$ cat src/rtl/cfi_pkg.sv
`default_nettype none
// ============================================================================
// Module      : cfi_pkg
// Description : Shared definitions for the CFI log writer and checker:
//               log table bounds, slot stride, writer state encoding and
//               the circular log-pointer advance.
// Revision    : 1.0 - initial release
// ============================================================================
package cfi_pkg;

    localparam int          C_PTR_W             = 32;
    localparam logic [31:0] C_LOGTABLE_ADDRINIT = 32'h1FEF_F400;
    localparam logic [31:0] C_LOGTABLE_ADDREND  = 32'h1FEF_F7FC;
    localparam logic [31:0] C_LOG_STRIDE        = 32'd4;

    // Writer state encoding
    typedef enum logic [1:0] {
        S_IDLE   = 2'd0,
        S_WRITE  = 2'd1,
        S_UPDATE = 2'd2
    } wr_state_t;

    // Advance a log pointer by one slot, wrapping from the last slot to the first
    function automatic logic [C_PTR_W-1:0] next_log_ptr(
        input logic [C_PTR_W-1:0] ptr,
        input logic [C_PTR_W-1:0] first_slot,
        input logic [C_PTR_W-1:0] last_slot
    );
        next_log_ptr = (ptr == last_slot) ? first_slot : ptr + C_LOG_STRIDE;
    endfunction

endpackage
`default_nettype wire

$ cat src/rtl/cfi_branch_fifo.sv
`default_nettype none
// ============================================================================
// Module      : cfi_branch_fifo
// Description : Small synchronous FIFO holding captured branch targets.
//               Head data is presented combinationally. A push on a full
//               FIFO is accepted when a pop happens in the same cycle.
// Revision    : 1.0 - initial release
// ============================================================================
module cfi_branch_fifo #(
    parameter int FIFO_DEPTH   = 4,
    parameter int N_DATA_WIDTH = 32
) (
    input  logic                    clk,
    input  logic                    rst,
    input  logic                    i_push,
    input  logic [N_DATA_WIDTH-1:0] i_data,
    input  logic                    i_pop,
    output logic [N_DATA_WIDTH-1:0] o_data,
    output logic                    o_full,
    output logic                    o_empty
);
    import cfi_pkg::*;

    localparam int AW = (FIFO_DEPTH > 1) ? $clog2(FIFO_DEPTH) : 1;

    logic [N_DATA_WIDTH-1:0] r_mem [FIFO_DEPTH];
    logic [AW:0]             r_wr_ptr;
    logic [AW:0]             r_rd_ptr;
    logic                    w_do_pop;
    logic                    w_do_push;

    assign o_empty   = (r_wr_ptr == r_rd_ptr);
    assign o_full    = (r_wr_ptr[AW] != r_rd_ptr[AW]) &&
                       (r_wr_ptr[AW-1:0] == r_rd_ptr[AW-1:0]);
    assign w_do_pop  = i_pop && !o_empty;
    assign w_do_push = i_push && (!o_full || w_do_pop);
    assign o_data    = r_mem[r_rd_ptr[AW-1:0]];

    // Storage array; contents need no reset since the pointers qualify them
    always_ff @(posedge clk) begin
        if (w_do_push) begin
            r_mem[r_wr_ptr[AW-1:0]] <= i_data;
        end
    end

    // Read/write pointers with an extra wrap bit to tell full from empty
    always_ff @(posedge clk or negedge rst) begin
        if (!rst) begin
            r_wr_ptr <= '0;
            r_rd_ptr <= '0;
        end else begin
            if (w_do_push) begin
                r_wr_ptr <= r_wr_ptr + 1'b1;
            end
            if (w_do_pop) begin
                r_rd_ptr <= r_rd_ptr + 1'b1;
            end
        end
    end

endmodule
`default_nettype wire

$ cat src/rtl/cfi_log_writer.sv
`default_nettype none
// ============================================================================
// Module      : cfi_log_writer
// Description : Captures branch targets into a FIFO and writes them, one word
//               per slot, into the circular RAM log table. Publishes the
//               updated write pointer with a one-cycle trigger after each
//               completed write and stalls rather than overrun unread slots.
// Revision    : 1.0 - initial release
// ============================================================================
module cfi_log_writer
    import cfi_pkg::*;
#(
    parameter int                      N_ADDR_WIDTH      = 32,
    parameter int                      N_DATA_WIDTH      = 32,
    parameter logic [N_ADDR_WIDTH-1:0] LOGTABLE_ADDRINIT = N_ADDR_WIDTH'(C_LOGTABLE_ADDRINIT),
    parameter logic [N_ADDR_WIDTH-1:0] LOGTABLE_ADDREND  = N_ADDR_WIDTH'(C_LOGTABLE_ADDREND),
    parameter int                      FIFO_DEPTH        = 4
) (
    input  logic                    clk,
    input  logic                    rst,
    input  logic                    i_branch_vld,
    input  logic [N_DATA_WIDTH-1:0] i_branch_addr,
    input  logic                    i_halt,
    input  logic [N_ADDR_WIDTH-1:0] i_rdAddrptr,
    output logic                    o_wrReq,
    output logic [N_ADDR_WIDTH-1:0] o_wrAddr,
    output logic [N_DATA_WIDTH-1:0] o_wrData,
    input  logic                    i_wrDone,
    output logic [N_ADDR_WIDTH-1:0] o_logAddrptr,
    output logic                    o_trigger,
    output logic                    o_logFull,
    output logic [15:0]             o_dropCnt
);

    wr_state_t               r_state;
    wr_state_t               w_state_nxt;
    logic [N_ADDR_WIDTH-1:0] r_wr_addr;
    logic [N_DATA_WIDTH-1:0] r_wr_data;
    logic [N_ADDR_WIDTH-1:0] r_log_ptr;
    logic [15:0]             r_drop_cnt;

    logic [N_DATA_WIDTH-1:0] w_fifo_head;
    logic                    w_fifo_full;
    logic                    w_fifo_empty;
    logic [N_ADDR_WIDTH-1:0] w_next_ptr;
    logic                    w_table_full;
    logic                    w_pop;
    logic                    w_drop;
    logic                    w_wr_req;
    logic                    w_trigger;
    logic                    w_log_full;

    cfi_branch_fifo #(
        .FIFO_DEPTH   (FIFO_DEPTH),
        .N_DATA_WIDTH (N_DATA_WIDTH)
    ) u_fifo (
        .clk     (clk),
        .rst     (rst),
        .i_push  (i_branch_vld),
        .i_data  (i_branch_addr),
        .i_pop   (w_pop),
        .o_data  (w_fifo_head),
        .o_full  (w_fifo_full),
        .o_empty (w_fifo_empty)
    );

    // One slot is always left empty, so the table is full when the next
    // write slot would land on the checker's read pointer.
    assign w_next_ptr   = N_ADDR_WIDTH'(next_log_ptr(C_PTR_W'(r_log_ptr),
                                                     C_PTR_W'(LOGTABLE_ADDRINIT),
                                                     C_PTR_W'(LOGTABLE_ADDREND)));
    assign w_table_full = (w_next_ptr == i_rdAddrptr);
    assign w_pop        = (r_state == S_IDLE) && !w_fifo_empty && !i_halt && !w_table_full;
    // A push into a full FIFO survives only if the same cycle frees a slot
    assign w_drop       = i_branch_vld && w_fifo_full && !w_pop;

    // State register
    always_ff @(posedge clk or negedge rst) begin
        if (!rst) begin
            r_state <= S_IDLE;
        end else begin
            r_state <= w_state_nxt;
        end
    end

    // Next-state and Moore outputs
    always_comb begin
        w_state_nxt = r_state;
        w_wr_req    = 1'b0;
        w_trigger   = 1'b0;
        w_log_full  = 1'b0;
        case (r_state)
            S_IDLE: begin
                w_log_full = !w_fifo_empty && w_table_full;
                if (w_pop) begin
                    w_state_nxt = S_WRITE;
                end
            end
            S_WRITE: begin
                w_wr_req = 1'b1;
                if (i_wrDone) begin
                    w_state_nxt = S_UPDATE;
                end
            end
            S_UPDATE: begin
                w_trigger   = 1'b1;
                w_state_nxt = S_IDLE;
            end
            default: begin
                w_state_nxt = S_IDLE;
            end
        endcase
    end

    // Write address/data latch on pop, pointer advance on completion, drop count
    always_ff @(posedge clk or negedge rst) begin
        if (!rst) begin
            r_wr_addr  <= LOGTABLE_ADDRINIT;
            r_wr_data  <= '0;
            r_log_ptr  <= LOGTABLE_ADDRINIT;
            r_drop_cnt <= '0;
        end else begin
            if (w_pop) begin
                r_wr_addr <= r_log_ptr;
                r_wr_data <= w_fifo_head;
            end
            if ((r_state == S_WRITE) && i_wrDone) begin
                r_log_ptr <= w_next_ptr;
            end
            if (w_drop && (r_drop_cnt != 16'hFFFF)) begin
                r_drop_cnt <= r_drop_cnt + 16'd1;
            end
        end
    end

    assign o_wrReq      = w_wr_req;
    assign o_wrAddr     = r_wr_addr;
    assign o_wrData     = r_wr_data;
    assign o_logAddrptr = r_log_ptr;
    assign o_trigger    = w_trigger;
    assign o_logFull    = w_log_full;
    assign o_dropCnt    = r_drop_cnt;

endmodule
`default_nettype wire

$ cat config.mk
export PLATFORM = sky130hd
export DESIGN_NAME = cfi_log_writer
export DESIGN_NICKNAME = d
export VERILOG_FILES = /design/src/rtl/cfi_pkg.sv /design/src/rtl/cfi_branch_fifo.sv /design/src/rtl/cfi_log_writer.sv
export SDC_FILE = /design/constraint.sdc
export NUM_CORES = 1
export LEC_CHECK = 0
export ABC_AREA = 1
export BUFFER_PORTS_ARGS = -buffer_cell sky130_fd_sc_hd__buf_2
export CORE_ASPECT_RATIO = 0.6
export CORE_MARGIN = 2
export CORE_UTILIZATION = 51
export DETAILED_ROUTE_END_ITERATION = 7
export PLACE_DENSITY = 0.85
export SLEW_MARGIN = 10
export SYNTH_ARGS = -nofsm -noshare
export SYNTH_HDL_FRONTEND = slang
export SYNTH_SLANG_ARGS = --single-unit
$ cat constraint.sdc
create_clock -name clk -period 3.9 [get_ports clk]
set_input_delay 0.585 -clock clk [delete_from_list [all_inputs] [get_ports clk]]
set_output_delay 0.585 -clock clk [all_outputs]
set_load 0.02 [all_outputs]
Yosys cells after proc, flatten, opt, wreduce, memory -nomap -nowiden
Memories as Yosys holds them, arrays and structs flattened. A register that Yosys moved wholly into a read port is not among the register bits.
Index checks and enable logic that the tools add are counted.

cells by class
  $mul = 0
  bitwise operators = 0
  div/mod/pow operators = 0
  equality and inequality tests = 10
  multiplexer cells = 9
  shifts and indexed selects = 0
  add/subtract/negate cells = 4
  order comparisons = 0
  reductions and logical operators = 20

operator list
  cell                   number
  $add 32x3->32 const B  1
  $eq 32x29->1 const B   1
  $eq 32x32->1           1
  $mux 32                1
  $add 16x1->16 const B  1
  $ne 16x16->1 const B   1
  $logic_and 1x1->1      11
  $add 3x1->3 const B    2
  $logic_not 1->1        6
  $mux 1                 5
  $mux 2                 2
  $pmux 2 s2             1
  $eq 3x3->1             1
  $eq 2x1->1 const B     1
  $eq 2x2->1             1
  $eq 2x2->1 const B     1
  $logic_not 2->1        1
  $ne 2x1->1 const B     1
  $ne 2x2->1 const B     1
  $reduce_and 2->1       1
  $logic_or 1x1->1       1
  $ne 1x1->1             1

storage, ports and cells
  memories = 1
  flip-flop bits (word level) = 88
  bits in read-only memories = 0
  latch bits = 0
  input port bits = 69
  word-level logic and storage cells = 50
  RAM bits = 128

memories
  name          words  width  rd ports  clocked after memory_dff  write ports  line                   source
  u_fifo.r_mem  4      32     1         1                         1            cfi_branch_fifo.sv:26  logic [N_DATA_WIDTH-1:0] r_mem [FIFO_DEPTH];

Longest topological paths before layout
Gate-level depths: netlist of the first run.

  depth after elaboration = 10
  depth in mapped cells = 20
  gate-level depth less buffers = 19

By module
Synthesis of the first run repeated with hierarchy kept, for this count alone.

second synthesis, totals
  cell total of the unflattened synthesis = 1,232
  area total of the unflattened synthesis = 11,387.2 µm²

by module, submodules not included
  module           cells an instance  sequential area each (µm²)  area each (µm²)  times used
  cfi_log_writer   863                2,895.3                     6,212.2          1
  cfi_branch_fifo  369                3,993.8                     5,175.0          1

Worst setup path before layout of the first run
No wires, ideal clock.

  path type = register to register
  start point = reg r_log_ptr[3], in the netlist o_logAddrptr[3]
  end point = mem u_fifo.r_mem[3][0], enable pin
  data required time = 3.479 ns
  cell stages (with the launch flop) = 19
  clock period less this slack = 3.932 ns
  slack = -0.032 ns
  data arrival time = 3.511 ns
  path through = dfrtp_1 ha_1 nand2_1 nor2_2 nand2_2 nor2_4 nand3_1 nand2_1 nand2_1 nand2_1 nor2_1 nand2_1 nor2_2 nand3_2 nand2_2 buf_6 nand2_2 nand2_2 nor2_1

between the ends
  longest elaborated chain between the ends = 10
  elaborated cells on any way between the ends = 11

ends and longest elaborated chain
  element                                        line                   source
  start: declaration                             cfi_log_writer.sv:39   logic [N_ADDR_WIDTH-1:0] r_log_ptr;
  start signal: assignment                       cfi_log_writer.sv:128  r_log_ptr <= w_next_ptr;
  $add 32x3->32 or $eq 32x29->1 (tied branches)  cfi_pkg.sv:29          next_log_ptr = (ptr == last_slot) ? first_slot : ptr + C_LOG_STRIDE;
  $mux 32 *                                      cfi_pkg.sv:29
  $eq 32x32->1 *                                 cfi_log_writer.sv:72   assign w_table_full = (w_next_ptr == i_rdAddrptr);
  $logic_not 1->1 *                              cfi_log_writer.sv:73   assign w_pop = (r_state == S_IDLE) && !w_fifo_empty && !i_halt && !w_table_full;
  $logic_and 1x1->1 *                            cfi_log_writer.sv:73
  $logic_and 1x1->1 *                            cfi_branch_fifo.sv:35  assign w_do_pop = i_pop && !o_empty;
  $logic_or 1x1->1 *                             cfi_branch_fifo.sv:36  assign w_do_push = i_push && (!o_full || w_do_pop);
  $logic_and 1x1->1 *                            cfi_branch_fifo.sv:36
  $mux 1 *                                       cfi_branch_fifo.sv:41  if (w_do_push) begin
  $mux 1 (not written as such) *                 cfi_branch_fifo.sv:42  r_mem[r_wr_ptr[AW-1:0]] <= i_data;
  end: declaration                               cfi_branch_fifo.sv:26

Every way passes the cells marked *; elsewhere a longest branch is shown, timed or not.

Final worst setup path of the first run
  start point = reg r_log_ptr[10], in the netlist o_logAddrptr[10]
  end point = out o_logFull

between the ends
  longest elaborated chain between the ends = 5
  elaborated cells on any way between the ends = 6

ends and longest elaborated chain
  element                                        line                  source
  $add 32x3->32 or $eq 32x29->1 (tied branches)  cfi_pkg.sv:29
  $mux 32 *                                      cfi_pkg.sv:29
  $eq 32x32->1 *                                 cfi_log_writer.sv:72
  $logic_and 1x1->1 *                            cfi_log_writer.sv:94  w_log_full = !w_fifo_empty && w_table_full;
  $mux 1 *                                       cfi_log_writer.sv:92  case (r_state)
  end: declaration                               cfi_log_writer.sv:31  output logic o_logFull,

Marks and branches as above.

==> impl_metrics.toml, run 1 <==
[outcome]
outcome = "finished clean"

[setup_path]
r2r-end = "u_fifo.r_mem[1][21]$_DFFE_PP_"
r2r_start = "o_logAddrptr[10]$_DFFE_PN1P_"
cp-end-kind = "output pin"
ff2ff_path_depth = 18
startpoint_type = "flip-flop"
crit_slowest_cell = "dfstp_2"
worstPathMaxFanout = 6
cp.arrival_ns = 3.26
crit_chain = "nand2_1, nor2_4, nand2_1, nor2_2, nand2_1, nand2_1, nand2_1, nand2_1, nand2_1, nor3_2, nand3_1, nand3b_1, nor2_1, buf_2"
reg2reg_setup_slack_ns = 0.53
cp-endpoint = "o_logFull"
criticalPathCategory = "flip-flop to output pin"
required_ns = 3.31
max_stage_delay_ns = 0.60
critPathMostFrequentCell = "nand2_1"
crit_start = "o_logAddrptr[10]$_DFFE_PN1P_"

[layout]
areaGrowthSynthToFinish_pct = 18.7
drive_gt1_frac = 0.225
postLayoutCellArea_sq_um = 13600
final_nets = 1479
fin_util = 0.617

[yosys]
ys_ff_latch = 248
synth_top_family_by_area = "simple AND/OR/NAND/NOR gates"
ys_types = 35
synthTopCellsByArea = "edfxtp_1 34%, dfrtp_1 19%, nand2_1 14%, dfstp_2 7.8%, o21ai_0 3.4%"
yosysWarningCount = 0
synth_most_common_cell = "nand2_1"
syn_area_per_cell_sq_um = 9.33
synthCells = 1229
synth_compound_area_frac = 0.0862
syn_nets = 1305
yosysTopAreaCellShare = 0.335
yosysTopAreaCell = "edfxtp_1"
muxShareOfSynthArea = 0
synth-edff-count = 128
synth_fa_ha_area_frac = 0.00764
synth-xor-area-share = 0.0145
postSynth.asyncResetShare = 0.484
synth.cells.most_frequent = "431 x nand2_1, 128 x edfxtp_1, 92 x inv_1, 86 x dfrtp_1, 79 x o21ai_0"
syn_area_sq_um = 11500
synth_ff_type = "edfxtp_1"
synth-simple-area-share = 0.239
ys_seq_area_frac = 0.601

[die]
start_util = 0.520
die_area_sq_um = 23700
rows = 42
die_x_um = 198
ioPinCount = 184
die_y_um = 120
core_sq_um = 22100

[cts]
cts_buffers = 23
ctsResizeCount = 0
clock_latency_ns = 0.52
cts.sinks = 248
clkTransAtPathRegs_ns = 0.07
cts_tree = "done"
clk_root_buffer_cell = "clkbuf_16"
clockBufferDepth = 3
post_cts_buffers = 0
htreeDepth = 1
hold_buffers = 0

[global_route]
grt_pass1_wl_um = 47600
grt_pass1_vias = 8496
grt_use_total = 0.260
antenna_found_initial = 2
overflow = 0
grt_max_degree = 98

[route]
dr.pass1.iters = 5
ant_nets = 0
viasPerCell = 5.50
vias = 9387
drt-total-wl_um = 30800
routedWlPerCell_um = 18.1
drt_iter0_markers = 1066
drc = 0

[hold_path]
hold_class = "input pin to asynchronous set/reset pin"

[sta]
fmax_ghz = 0.260
slew_headroom = 0.439
fin_crit_ns = 3.84
clock_skew_ns = 0.0231
finalSetupViolCount = 0
whs_ns = 0.147
fin_crit_sh = 0.986
final_hold_viol_count = 0
drv_slew = 0
worst_pin_slew_ns = 0.842

[power_and_ir_drop]
power.leakage_nw = 5.87
peakVddDrop_mv = 0.334
powerDensity_nw_per_um2 = 706

[placed_design]
dp_hpwl_um = 22200
place_area_sq_um = 12700
portBuffers = 183
routabilityCongestion = 1.04

[flow_run]
drv_cap = 0
cells by family (layout without fill, tap and decap cells):
logic type               after synthesis  in the layout
other                                  0              1
buffers and inverters                142            333
flip-flops                           248            248
AO/OA/AOI/OAI                        164            164
adder cells (fa/ha/maj)                7              7
XOR/XNOR                              19             19
AND/OR/NAND/NOR                      649            649
registers in the layout, summed over array words and instances (netlist names):
signal,count
o_dropCnt,16
o_logAddrptr,32
o_wrAddr,32
o_wrData,32
r_state,2
u_fifo.r_mem,128
u_fifo.r_rd_ptr,3
u_fifo.r_wr_ptr,3
layer usage:
layer | wire length (um) | global-route usage | up-vias
li1 | - | - | 4477
met1 | 14400 | 0.413 | 4443
met2 | 12500 | 0.358 | 433
met3 | 3550 | 0.0762 | 32
met4 | 385 | 0.0362 | 2
met5 | 11 | 0 | -
through the flow:
step                std cells  total power [W]  setup slack, ns  TNS (ns)
floorplan                1229          0.00614          -0.0319     -4.09
global placement         1664          0.00714            0.428         0
detailed placement       1664          0.00725            0.499         0
CTS                      1706          0.00964           0.0228         0
global route             1707           0.0102          -0.0128   -0.0128
finish                   1707          0.00961           0.0561         0
power by group:
| part | switching, W | internal (W) |
|---|---|---|
| logic | 0.00228 | 0.00106 |
| registers | 0.000398 | 0.00350 |
| clock network | 0.000980 | 0.00139 |
| total | 0.00366 | 0.00596 |
worst max-delay path, delay by kind of cell, from the launching register on:
family,cells,cell delay (ns)
AND/OR/NAND/NOR,13,1.93
buffers and inverters,1,0.20
flip-flops,1,0.60
how the worst min path moves through the flow:
stage / from / end / slack (ns)
CTS: rst / o_wrData[20]$_DFFE_PN0P_ / 0.18
global placement: o_logAddrptr[1]$_DFFE_PN0P_ / o_logAddrptr[1]$_DFFE_PN0P_ / 0.38
floorplan: rst / o_dropCnt[0]$_DFFE_PN0P_ / 0.29
global route: rst / o_wrData[18]$_DFFE_PN0P_ / 0.22
finish: rst / o_wrData[20]$_DFFE_PN0P_ / 0.15
detailed placement: o_logAddrptr[1]$_DFFE_PN0P_ / o_logAddrptr[1]$_DFFE_PN0P_ / 0.41
cell usage in the layout, fill, tap and decap left out, drive strengths merged:
cell      instances
ha                7
nand3b           10
clkinv            6
a31oi             1
nor3             11
nor3b             2
nand4            26
xor2             15
buf             199
nor2             90
and3              1
o21bai            1
xnor2             4
edfxtp          128
nand2           436
nor4              5
inv              94
clkinvlp          3
nand3            67
clkbuf           27
and2              1
a21oi            33
o21ai            97
dfrtp            86
dfstp            34
a32o             32
bufinv            4
diode             1
cell type report:
class / instances / area, sq um
fillers: 1820 / 8450
flip-flops and latches: 248 / 6890
multi-input cells: 839 / 4090
repair buffers: 199 / 1130
clock buffers: 27 / 611
well taps: 286 / 358
inverters: 92 / 345
clock inverters: 15 / 190
diodes: 1 / 2.50
Note: power is estimated with default switching activity, not from simulation.
==> run 2: changes to the inputs <==
clock period = 3.4 ns   (was 3.9 ns; I/O delays follow)
==> run 2 against run 1 <==
Against the previous run:
- the flow now finishes with violations (negative setup slack)
- core utilization up 2.9 points
- clock-buffer cell count up 1
- worst hold slack better by 0.056 ns
- cell count up 2.7%
- combinational power up 23%
- register-to-register slack worse by 0.27 ns
- wire length up 4.6%
- cell area up 4.7%
- critical path type unchanged
- largest cell class unchanged
==> impl_metrics.toml, run 2 (synthesized netlist as in run 1, its figures left out) <==
[outcome]
outcome = "finished with violations"
violations = "negative setup slack"

[layout]
drive_gt1_frac = 0.282
largest_reg_flops = 128
fillCellCount = 1749
fin_util = 0.646
most-common-layout-cells = "406 x nand2_1, 181 x buf_2, 128 x edfxtp_1"
fin_cells = 1753
regArea_sq_um = 6900
multiInputGateArea_sq_um = 4360
areaGrowthSynthToFinish_pct = 24.4
final_nets = 1527
final_common_cell = "nand2_1"
antenna_cells = 0

[setup_path]
r2r-end = "u_fifo.r_mem[0][0]$_DFFE_PP_"
crit_start = "o_logAddrptr[16]$_DFFE_PN1P_"
crit_family = "simple AND/OR/NAND/NOR gates"
reg2reg_setup_slack_ns = 0.26
cp.arrival_ns = 2.93
cp-end-kind = "output pin"
r2r_start = "o_logAddrptr[16]$_DFFE_PN1P_"
criticalPathCategory = "flip-flop to output pin"
max_stage_delay_ns = 0.62
crit_chain = "nand2_4, nor2_4, nand2_2, nor2_4, nand2_4, buf_6, nand3b_1, nand2_2, a31oi_1, nand3_1, nor3_2, nand3b_1, nor2_1, buf_4"
required_ns = 2.89
startpoint_type = "flip-flop"
crit_slowest_cell = "dfstp_2"
path_buf_inv = 2
worstPathMaxFanout = 6
ff2ff_path_depth = 19

[cts]
clkTransAtPathRegs_ns = 0.08
cts_buffers = 23
clk_root_buffer_cell = "clkbuf_16"
clock_latency_ns = 0.52
clockBufferDepth = 3
cts_tree = "done"
htreeDepth = 1
cts.sinks = 248

[sta]
fin_crit_sh = 1.01
worst_pin_slew_ns = 0.903
finalSetupViolCount = 1
drv_slew = 0
slew_headroom = 0.395
fin_crit_ns = 3.44
setup_slack_ns = -0.0421
whs_ns = 0.204
fmax_ghz = 0.291
clock_skew_ns = 0.0153
final_hold_viol_count = 0
grt_setup_unrepaired = "true"

[global_route]
overflow = 0
grt_max_degree = 84
grt_use_total = 0.268
grt_pass1_vias = 8863
grt_pass1_wl_um = 49100
antenna_found_initial = 1

[die]
die_y_um = 120
start_util = 0.520
ioPinCount = 184
core_sq_um = 22100
die_x_um = 198
die_area_sq_um = 23700
rows = 42

[route]
vias = 9756
drt-total-wl_um = 32300
viasPerCell = 5.57
ant_nets = 0
routedWlPerCell_um = 18.4
drt_iter0_markers = 1000
drc = 0
dr.pass1.iters = 6

[placed_design]
portBuffers = 183
dp_hpwl_um = 22400
dp.cells = 1689
routabilityCongestion = 1.03

[power_and_ir_drop]
powerDensity_nw_per_um2 = 790
power.leakage_nw = 6.24
peakVddDrop_mv = 0.523

[hold_path]
hold_class = "input pin to flip-flop"
holdPathEnd = "r_state[0]$_DFFE_PN0P_"
min-delay-start = "i_wrDone"
hold_path_depth = 2

[flow_run]
drv_cap = 0
## run 2: cell count changes in the layout (fill, tap and decap cells not counted), moves of 7 or more
cell | before | now
nand2_4 | 2 | 9
nand2_1 | 430 | 406
nor2_4 | 11 | 21
buf_4 | 10 | 51
nor2_1 | 65 | 51
nand2_2 | 4 | 22
## run 2: worst reg2reg max path: stages (launching register included)
cell and delay, ns:
dfstp_2 0.62, nand2_4 0.10, nor2_4 0.13, nand2_2 0.08
nor2_4 0.21, buf_4 0.15, buf_4 0.12, nand2_4 0.08
nand2_1 0.10, nand2_1 0.07, nand3_1 0.08, nor2_1 0.05
nand3_1 0.12, nor2_1 0.08, nand3_2 0.09, nand2_4 0.08
nand2_2 0.11, nand2_2 0.17, nor2_4 0.15, buf_12 0.23
## run 2: how the worst max path moves through the flow
stage	slack (ns)	end	cells past startpoint
after global routing	-0.14	o_logFull	13
after detailed placement	0.07	o_logFull	14
after floorplan	-0.53	u_fifo.r_mem[3][0]$_DFFE_PP_	18
final	-0.04	o_logFull	14
after CTS	0.003	o_logFull	16
after global placement	0.08	o_logFull	14
## run 2: final cells by class
type / instances / area share
clock buffer: 28 / 0.0417
clock inverter: 13 / 0.0136
inverter: 92 / 0.0242
multi-input combinational: 840 / 0.306
sequential: 248 / 0.484
tap: 286 / 0.0251
timing repair buffer: 246 / 0.106
## run 2: report_power, final
part	total, W	internal [W]	switching, W
Sequential	0.00443	0.00401	0.000413
Clock	0.00275	0.00163	0.00112
Combinational	0.00410	0.00134	0.00276
## run 2: metrics by stage
stage                     setup WS, ns  power (W)  area (sq um)  setup TNS (ns)
after detailed placement        0.0750    0.00836         12900               0
after global placement          0.0799    0.00820         12900               0
final                          -0.0421     0.0113         14300         -0.0421
after floorplan                 -0.532    0.00704         11500          -68.09
after global routing            -0.137     0.0119         14300          -0.137
after CTS                      0.00305     0.0112         14000               0
## run 2: routing by layer
layer,GRT usage,vias to the layer above,wire length (um)
met3,0.0722,44,3610
li1,-,4568,-
met1,0.431,4664,14900
met4,0.0418,2,457
met2,0.365,478,13300
met5,0,-,11
## run 2: repair_timing
| action | 4_1_cts | 5_1_grt |
|---|---|---|
| setup endpoints to repair | 1 | 1 |
| gates cloned | 1 | 0 |
| hold endpoints to repair | 23 | 0 |
| hold buffers | 1 | 0 |
| buffers inserted | 16 | 6 |
| pin swaps | 21 | 33 |
| gates resized for setup | 50 | 53 |
==> run 3: changes to the inputs <==
RECOVER_POWER = 50   (was unset)
==> run 3 against run 2 <==
Against the previous run:
- the flow finishes with violations (max-capacitance violations, max-slew violations, negative setup slack)
- clock-buffer cell count unchanged
- setup slack better by 0.020 ns
- die area did not move
- combinational power fell by 2%
- sequential share of layout area is 0.41 points higher
- total power shrank 0.62%
- global-route usage stayed put
- critical path type unchanged
- largest cell class unchanged
- highest routed layer unchanged
==> impl_metrics.toml, run 3 (synthesized netlist as in run 1, its figures left out) <==
[setup_path]
cp-end-kind = "output pin"
crit_start = "o_logAddrptr[16]$_DFFE_PN1P_"
crit_chain = "nand2_4, nor2_4, nand2_2, nor2_4, nand2_4, buf_6, nand3b_1, nand2_2, a31oi_1, nand3_1, nor3_2, nand3b_1, nor2_1, buf_4"
path_buf_inv = 2
max_stage_delay_ns = 0.62
reg2reg_setup_slack_ns = 0.24
crit_family = "simple AND/OR/NAND/NOR gates"
cp.arrival_ns = 2.91
cp-endpoint = "o_logFull"
ff2ff_path_depth = 19
r2r_start = "o_logAddrptr[16]$_DFFE_PN1P_"
r2r-end = "u_fifo.r_mem[0][0]$_DFFE_PP_"
required_ns = 2.89
crit_slowest_cell = "dfstp_2"
criticalPathCategory = "flip-flop to output pin"
worstPathMaxFanout = 6
cp.depth = 14
startpoint_type = "flip-flop"

[global_route]
met3_usage = 0.0722
use_met2 = 0.365
grt_pass1_wl_um = 49100
antenna_found_initial = 1
met1_usage = 0.431
busiest_layer = "met1"
overflow = 0
grt_max_degree = 84
grt_use_total = 0.268
grt_pass1_vias = 8863

[cts]
clockBufferDepth = 3
htreeDepth = 1
cts_buffers = 23
cts_tree = "done"
clkTransAtPathRegs_ns = 0.08
cts.sinks = 248
clk_root_buffer_cell = "clkbuf_16"
clock_latency_ns = 0.52

[layout]
most-common-layout-cells = "406 x nand2_1, 128 x edfxtp_1, 101 x buf_2"
postLayoutCellArea_sq_um = 14100
final_common_cell = "nand2_1"
final_nets = 1527
drive_gt1_frac = 0.225
fin_cells = 1753
largest_reg_flops = 128
antenna_cells = 0
areaGrowthSynthToFinish_pct = 23.3

[power_and_ir_drop]
share_comb_of_total_power = 0.359
peakVddDrop_mv = 0.510
p_sw_w = 0.00429
p_seq_frac = 0.396
swShare = 0.383
powerDensity_nw_per_um2 = 792
clkPwrFrac = 0.245
intPower_w = 0.00691
power.leakage_nw = 5.97

[sta]
fin_crit_sh = 1.01
grt_setup_unrepaired = "true"
fin_tns_setup_ns = -0.0226
fin_crit_ns = 3.42
worst_pin_slew_ns = 2.21
fmax_ghz = 0.292
final_hold_viol_count = 0
clock_skew_ns = 0.0163
slew_headroom = -0.472
finalSetupViolCount = 1
drv_slew = 39
setup_slack_ns = -0.0226

[flow_run]
drv_cap = 1

[die]
core_sq_um = 22100
die_x_um = 198
die_area_sq_um = 23700
rows = 42
ioPinCount = 184
start_util = 0.520
die_y_um = 120

[route]
viasPerCell = 5.56
drc = 0
dr.pass1.iters = 6
drt-total-wl_um = 32200
vias = 9741
drt_iter0_markers = 959
ant_nets = 0
routedWlPerCell_um = 18.4

[placed_design]
routabilityCongestion = 1.03
place_area_sq_um = 12900
dp.cells = 1689
post-place-ws_ns = 0.0750
portBuffers = 183
dp_hpwl_um = 22400

[hold_path]
hold_class = "input pin to flip-flop"

[outcome]
violations = "max-capacitance violations, max-slew violations, negative setup slack"
outcome = "finished with violations"
==> run 3: power groups by stage <==
stage                     Sequential (W)  Clock (W)  Combinational (W)
after floorplan                  0.00485          0            0.00219
after global placement           0.00444          0            0.00377
after detailed placement         0.00446          0            0.00390
after CTS                        0.00442    0.00279            0.00399
after global routing             0.00451    0.00291            0.00442
final                            0.00443    0.00274            0.00403
==> run 3: worst min-delay path by stage <==
stage,end,startpoint,slack (ns),cells past startpoint
final,r_state[0]$_DFFE_PN0P_,i_wrDone,0.20,2
after global routing,r_state[0]$_DFFE_PN0P_,i_wrDone,0.20,2
after global placement,o_logAddrptr[1]$_DFFE_PN0P_,o_logAddrptr[1]$_DFFE_PN0P_,0.39,0
after floorplan,o_dropCnt[0]$_DFFE_PN0P_,rst,0.21,0
after detailed placement,o_logAddrptr[1]$_DFFE_PN0P_,o_logAddrptr[1]$_DFFE_PN0P_,0.39,0
after CTS,r_state[0]$_DFFE_PN0P_,i_wrDone,0.19,2
==> run 3: metal layers <==
| layer | wire length, um | part of all wire |
|---|---|---|
| met5 | 11 | 0.00034 |
| met4 | 467 | 0.015 |
| met3 | 3790 | 0.12 |
| met2 | 13200 | 0.41 |
| met1 | 14700 | 0.46 |
==> run 3: cell type report <==
class                   count  area, sq um
repair buffers            246         1400
inverters                  92          345
clock inverters            13          194
well taps                 286          358
fillers                  1804         7930
flip-flops and latches    248         6900
multi-input cells         840         4360
clock buffers              28          594
==> run 3: what timing repair did <==
| action | CTS | global route |
|---|---|---|
| hold buffers | 1 | 0 |
| hold endpoints to repair | 23 | 0 |
| gates cloned | 1 | 0 |
| buffers inserted | 16 | 6 |
| setup endpoints to repair | 1 | 1 |
| pin swaps | 21 | 33 |
| gates resized for setup | 50 | 53 |
==> run 3: stage by stage <==
stage | util | power [W] | hold slack (ns)
final | 0.641 | 0.0112 | 0.205
after global routing | 0.641 | 0.0118 | 0.200
after CTS | 0.635 | 0.0112 | 0.190
after detailed placement | 0.585 | 0.00836 | 0.391
after global placement | 0.585 | 0.00820 | 0.391
after floorplan | - | 0.00704 | 0.214
